--- config.mk ---
export PLATFORM = sky130hd
export DESIGN_NAME = instruction_fetch_buffer
export DESIGN_NICKNAME = d
export VERILOG_FILES = /design/src/rtl/instruction_fetch_buffer.sv
export SDC_FILE = /design/constraint.sdc
export NUM_CORES = 1
export LEC_CHECK = 0
export ABC_AREA = 1
export BUFFER_PORTS_ARGS = -buffer_cell sky130_fd_sc_hd__buf_4
export CORE_MARGIN = 2
export CORE_UTILIZATION = 35
export CTS_CLUSTER_SIZE = 30
export DETAILED_ROUTE_END_ITERATION = 10
export GPL_TIMING_DRIVEN = 0
export HOLD_SLACK_MARGIN = 0.02
export MAX_ROUTING_LAYER = met4
export PLACE_DENSITY = 0.61
export SLEW_MARGIN = 10
export SYNTH_ARGS = -nofsm -noshare
export SYNTH_HDL_FRONTEND = slang
export SYNTH_SLANG_ARGS = --single-unit
--- constraint.sdc ---
create_clock -name clk -period 6.45 [get_ports clk]
set_clock_uncertainty 0.05 [all_clocks]
set_input_delay 1.29 -clock clk [delete_from_list [all_inputs] [get_ports clk]]
set_output_delay 1.29 -clock clk [all_outputs]
set_load 0.02 [all_outputs]
--- src/rtl/instruction_fetch_buffer.sv ---
// Instruction fetch unit: a single-outstanding memory request FSM feeding a prefetch FIFO.
// Optional macro FETCH_MISALIGN_CHECK_EN halts fetch on a misaligned redirect target.
module instruction_fetch_buffer #(
  parameter logic [31:0] RESET_PC = 32'h0000_0000,
  parameter int          DEPTH    = 4
) (
  input  logic        clk,
  input  logic        reset,
  output logic        imem_req,
  output logic [31:0] imem_addr,
  input  logic        imem_gnt,
  input  logic        imem_rvalid,
  input  logic [31:0] imem_rdata,
  input  logic        redirect,
  input  logic [31:0] redirect_pc,
  output logic        instr_valid,
  input  logic        instr_ready,
  output logic [31:0] instr_out,
  output logic [31:0] instr_pc,
  output logic        fetch_misaligned
);

  localparam int                AW      = $clog2(DEPTH);
  localparam int                CW      = AW + 1;
  localparam logic [CW-1:0]     DEPTH_C = CW'(DEPTH);
  localparam logic [31:0]       NOP     = 32'h0000_0013;
  localparam logic [1:0]        S_IDLE  = 2'd0;
  localparam logic [1:0]        S_REQ   = 2'd1;
  localparam logic [1:0]        S_WAIT  = 2'd2;

  logic [1:0]    state, state_nxt;
  logic [31:0]   fetch_pc, fetch_pc_nxt;
  logic [31:0]   req_addr;
  logic          discard, discard_nxt;
  logic [31:0]   data_mem [DEPTH];
  logic [31:0]   pc_mem   [DEPTH];
  logic [AW-1:0] wr_ptr, rd_ptr;
  logic [CW-1:0] count, count_nxt;
  logic [31:0]   redir_pc;
  logic          misalign_hit, halted, redirect_eff;
  logic          push, pop;

`ifdef FETCH_MISALIGN_CHECK_EN
  logic misaligned_q;

  assign redir_pc     = redirect_pc;
  assign misalign_hit = redirect && !misaligned_q && (redirect_pc[1:0] != 2'b00);

  always_ff @(posedge clk or negedge reset) begin
    if (!reset)            misaligned_q <= 1'b0;
    else if (misalign_hit) misaligned_q <= 1'b1;
  end

  assign halted           = misaligned_q;
  assign fetch_misaligned = misaligned_q;
`else
  logic unused_redirect_lsbs;

  assign unused_redirect_lsbs = ^redirect_pc[1:0];
  assign redir_pc             = {redirect_pc[31:2], 2'b00};
  assign misalign_hit         = 1'b0;
  assign halted               = 1'b0;
  assign fetch_misaligned     = 1'b0;
`endif

  // Once halted by a misaligned target, later redirects are ignored until reset.
  assign redirect_eff = redirect && !halted;
  assign instr_valid  = (count != '0);
  assign push         = (state == S_WAIT) && imem_rvalid && !discard && !redirect_eff;
  assign pop          = instr_valid && instr_ready && !redirect_eff;
  assign count_nxt    = count + CW'(push) - CW'(pop);

  assign imem_req  = (state == S_REQ);
  assign imem_addr = fetch_pc;
  assign instr_out = instr_valid ? data_mem[rd_ptr] : NOP;
  assign instr_pc  = instr_valid ? pc_mem[rd_ptr]   : 32'h0000_0000;

  always_comb begin
    state_nxt    = state;
    discard_nxt  = discard;
    fetch_pc_nxt = fetch_pc;
    case (state)
      S_IDLE: if (!halted && (count < DEPTH_C)) state_nxt = S_REQ;
      S_REQ: begin
        if (imem_gnt) begin
          state_nxt    = S_WAIT;
          fetch_pc_nxt = fetch_pc + 32'd4;
        end
      end
      S_WAIT: begin
        if (imem_rvalid) begin
          discard_nxt = 1'b0;
          state_nxt   = (count_nxt < DEPTH_C) ? S_REQ : S_IDLE;
        end
      end
      default: state_nxt = S_IDLE;
    endcase
    // A request still in flight when redirected must drain before the new fetch starts.
    if (misalign_hit) begin
      state_nxt   = S_IDLE;
      discard_nxt = 1'b0;
    end else if (redirect_eff) begin
      fetch_pc_nxt = redir_pc;
      if (((state == S_WAIT) && !imem_rvalid) || ((state == S_REQ) && imem_gnt)) begin
        state_nxt   = S_WAIT;
        discard_nxt = 1'b1;
      end else begin
        state_nxt   = S_REQ;
        discard_nxt = 1'b0;
      end
    end
  end

  always_ff @(posedge clk or negedge reset) begin
    if (!reset) begin
      state    <= S_IDLE;
      fetch_pc <= RESET_PC;
      discard  <= 1'b0;
      count    <= '0;
      wr_ptr   <= '0;
      rd_ptr   <= '0;
    end else begin
      state    <= state_nxt;
      fetch_pc <= fetch_pc_nxt;
      discard  <= discard_nxt;
      if (redirect_eff) begin
        count  <= '0;
        wr_ptr <= '0;
        rd_ptr <= '0;
      end else begin
        count <= count_nxt;
        if (push) wr_ptr <= wr_ptr + AW'(1);
        if (pop)  rd_ptr <= rd_ptr + AW'(1);
      end
    end
  end

  // Storage carries no reset; validity is governed entirely by count.
  always_ff @(posedge clk) begin
    if ((state == S_REQ) && imem_gnt) req_addr <= fetch_pc;
    if (push) begin
      data_mem[wr_ptr] <= imem_rdata;
      pc_mem[wr_ptr]   <= req_addr;
    end
  end

endmodule

Word level (Yosys, flattened, before mapping)
Memory sizes are Yosys's and may differ from the RTL's.
Index checks and enable logic that the tools add are counted.

word-level totals
  bits in registers = 74
  memory bits (writable) = 256
  input port bits = 70
  output and inout port bits = 99
  logic and storage cells = 66
  memories = 2

operators by class
  add/sub/neg operators = 5
  magnitude comparators = 2
  equal/unequal tests = 5
  multiplexer cells = 23
  reduce and logical (&&, ||, !) cells = 22

memory list
  memory    words  bits a word  rd ports  clocked after Yosys merged registers in  write ports  line  source
  data_mem  4      32           1         0                                        1            35    logic [31:0] data_mem [DEPTH];
  pc_mem    4      32           1         0                                        1            36    logic [31:0] pc_mem [DEPTH];

operators by type and width
  cell                   number
  $mux 32                5
  $add 32x3->32 const B  1
  $mux 2                 9
  $reduce_bool 2->1      6
  $logic_and 1x1->1      7
  $mux 1                 7
  $lt 3x3->1 const B     2
  $ne 3x3->1 const B     2
  $pmux 2 s3             1
  $add 2x1->2 const B    2
  $reduce_and 2->1       2
  $add 3x1->3            1
  $logic_not 1->1        3
  $mux 3                 1
  $ne 3x1->1 const B     1
  $reduce_and 3->1       1
  $reduce_bool 3->1      1
  $sub 3x1->3            1
  $eq 2x1->1 const B     1
  $eq 2x2->1 const B     1
  $logic_not 2->1        1
  $logic_or 1x1->1       1

Depth between registers and ports, before layout
  word-level depth = 11
  mapped depth = 15
  depth with buffers taken out = 15

Worst setup path before layout
No wires, ideal clock.

  path kind = input -> register
  start = in imem_rvalid
  end = mem data_mem[0][0], enable pin
  data arrival time = 4.382 ns
  setup slack = 1.535 ns
  cell stages on the path = 6
  buffers on the path = 0
  cells stage by stage = inv_1 -> nor3_1 -> nand2_1 -> inv_1 -> nand2_1 -> nor2_1

between the ends
  longest elaborated chain between the ends = 5

RTL lines
  item                            line  source
  start, declared                 12    input logic imem_rvalid,
  $logic_and 1x1->1 (3 in a row)  69    assign push = (state == S_WAIT) && imem_rvalid && !discard && !redirect_eff;
  $mux 1                          141   if (push) begin
  $mux 1 (implied by the code)    142   data_mem[wr_ptr] <= imem_rdata;
  end, declared                   35

No other way between the ends.

Worst setup path in the final report
  start = reg count[1]
  end = out instr_out[1]

between the ends
  longest elaborated chain between the ends = 2

RTL lines
  item                    line  source
  start, declared         38    logic [CW-1:0] count, count_nxt;
  start signal, assigned  131   count <= count_nxt;
  $reduce_bool 3->1       68    assign instr_valid = (count != '0);
  $mux 32                 75    assign instr_out = instr_valid ? data_mem[rd_ptr] : NOP;
  end, declared           18    output logic [31:0] instr_out,

No other way between the ends.

==> results.yml <==
clocking:
  cts.sinks: 318
  clockBufferDepth: 3
  insertion_delay_ns: 0.51
  hold_buffers: 0
  postCtsResizedCells: 0
  post_cts_buffers: 0
  cts_buffers: 36
  htree_levels: 2
  path_clk_slew_ns: 0.06
  cts_tree: "done"
  cts_root_buf: "clkbuf_16"
finish:
  drive_gt1_share_pct: 20.0
  multi_input_area_mm2: 0.00340
  seqCellArea_mm2: 0.00935
  area_growth_syn_to_layout_pct: 24.4
  final_area_mm2: 0.0165
  nets: 1461
  final_util_pct: 44.0
  num_antenna_cells: 0
  fill_cells: 3490
logic_synthesis:
  yosysWarnings: 0
  synth-seq-area-share_pct: 70.6
  yosys-top-cells-area: "edfxtp_1 (63%), nor2_1 (8.4%), dfrtp_1 (7.6%), o21ai_0 (5.3%), nand2_1 (3.5%)"
  synth_top_area_share_pct: 63.0
  synth_cell_types: 36
  synthCells: 1171
  ys_ff_latch: 318
  yosys.area.top_type: "edfxtp_1"
  syn_area_mm2: 0.0133
  syn-mean-instance-area_um2: 11.3
detailed_routing:
  drc_errors: 0
  first_pass_iters: 7
  num_vias: 9228
  routed_wl_um: 34100
  wire_per_inst_um: 17.8
  vias_per_cell: 4.81
  antenna_left: 0
  drt_iter0_drc: 730
power_and_ir_drop:
  finalPower_w: 0.00618
  power_leakage_nw: 6.24
  p_per_area_mw_per_mm2: 375
  irDropWorstVdd_mv: 0.194
place:
  pre_cts_ws_ns: 2.75
  dpl-instance-area_mm2: 0.0154
  post-dp-hpwl_um: 22600
  gp_congestion: 0.875
  port-buffer-count: 160
setup_path:
  required_ns: 5.11
  crit_fanout: 10
  startpoint_type: "flop"
  worstSetupPathType: "flop to output pin"
  worst_ep_arrival_time_ns: 2.84
  worst_setup_path_end_kind: "output pin"
timing:
  final.min_clock_period_ns: 4.18
  worst_slew_pin_slew_ns: 1.07
  setup_viol: 0
  fin_crit_sh_pct: 64.7
  fmax_mhz: 240
  fin_ws_ns: 2.27
  finalHoldViolCount: 0
  relSlewSlack_pct: 28.1
  slew_viol_final: 0
  rsz0062_at_grt: "no"
job:
  maxCapViolations: 0
global_routing:
  grt_pass1_wl_um: 51100
  grt.total_usage_pct: 17.6
  antenna_found_initial: 0
  grt_pass1_vias: 8930
  grt_max_degree: 41
  grt-ovfl-total: 0
floorplanning:
  die-area_mm2: 0.0394
  num_rows: 71
  die_h_um: 199
  io-pin-count: 169
  fp.dieW_um: 199
  coreArea_mm2: 0.0375
  start_util_pct: 35.3
worst_hold_path:
  worstHoldPathType: "flop to flop"
outcome:
  status: "finished clean"
-- worst max-delay path, cell delays in order, from the launching register on --
cell and delay (ns):
dfrtp_1 0.43, nor3_2 0.87, buf_2 0.41, inv_1 0.16, o311ai_0 0.21, buf_4 0.25
-- layer usage --
| metal | vias up | wire length (um) | GRT usage (%) |
|---|---|---|---|
| li1 | 4456 | - | - |
| met3 | 45 | 2520 | 2.98 |
| met4 | 0 | 607 | 4.45 |
| met2 | 342 | 16000 | 28.3 |
| met1 | 4385 | 14900 | 23.4 |
| met5 | - | 0 | - |
-- flip-flops by register name (all words and copies together) (netlist names) --
name       flops
imem_addr     30
req_addr      30
pc_mem       120
count          3
wr_ptr         2
discard        1
rd_ptr         2
state          2
data_mem     128
-- path summary, 6_finish.rpt --
kind / startpoint / endpoint / slack (ns) / depth (start not counted)
setup / recovery: count[1] / instr_out[1] / 2.27 / 5
hold / removal: req_addr[9] / pc_mem[0][9] / 0.45 / 0
setup reg to reg: count[1] / state[0] / 3.28 / 14
hold reg to reg: req_addr[9] / pc_mem[0][9] / 0.45 / 0
max in group asynchronous: reset / rd_ptr[1] / 5.22 / 1
min in group asynchronous: reset / imem_addr[4] / 0.72 / 1
-- power breakdown --
group	leakage (nW)	internal, W	switching, W
Clock	0.548	0.00116	0.000784
Combinational	2.68	0.000555	0.00108
Sequential	3.01	0.00244	0.000165
-- final cells by class --
cell class | instances | area share, %
buffer | 61 | 1.94
clock buffer | 49 | 6.01
clock inverter | 14 | 0.812
inverter | 60 | 1.37
multi-input combinational | 736 | 20.7
sequential | 318 | 56.7
tap | 511 | 3.88
timing repair buffer | 170 | 8.59
-- kinds of logic (layout without fill, tap and decap cells) --
group	count (synthesis)	in the layout	synth area share, %
compound gates	221	221	8.73
buf+inv	121	354	4.13
simple gates	492	492	15.1
xor+xnor	10	10	0.661
flops	318	318	70.6
fa+ha+maj	8	8	0.812
other cells	1	5	0.0283
-- cells in the final DEF (no fill, tap or decap), types with 4 or more instances in the layout --
| master | count |
|---|---|
| nor2_4 | 10 |
| nand3_1 | 51 |
| inv_2 | 7 |
| buf_2 | 19 |
| nand4_1 | 4 |
| dfrtp_1 | 40 |
| ha_1 | 7 |
| o21bai_1 | 4 |
| o21ai_0 | 139 |
| buf_4 | 172 |
| conb_1 | 5 |
| inv_1 | 52 |
| a21oi_1 | 62 |
| clkinv_2 | 5 |
| o211ai_1 | 8 |
| buf_12 | 8 |
| nand2_1 | 123 |
| clkbuf_16 | 37 |
| xor2_1 | 6 |
| clkbuf_1 | 33 |
| xnor2_1 | 4 |
| nor2_1 | 291 |
| nand2_2 | 6 |
| edfxtp_1 | 278 |
| buf_1 | 4 |
-- stage by stage --
step	TNS (ns)	std cells	hold WS [ns]
after global placement	-192.00	1846	0.419
after detailed placement	0	1856	0.450
after global routing	0	1919	0.474
final	0	1919	0.455
after CTS	0	1919	0.460
after floorplan	0	1175	0.409
-- Yosys cell counts --
cell type,n
nand2_2,6
nor3_2,1
clkbuf_1,23
clkinv_2,1
edfxtp_1,278
and2_1,1
a31oi_1,2
inv_1,52
buf_6,3
inv_2,7
conb_1,1
nand3_1,51
nand2_4,1
nor2_4,5
o21ai_0,139
buf_1,4
dfrtp_1,40
nor2_2,3
o311ai_1,1
o21bai_1,4
a21oi_1,62
ha_1,7
o221ai_1,1
xor2_1,6
o211ai_1,8
o21ai_1,1
o31ai_1,1
fa_1,1
buf_4,12
nor2_1,295
buf_2,19
nand2_1,123
xnor2_1,4
o311ai_0,2
nand4_1,4
nor3_1,2
Power figures use the tool's default switching activity.
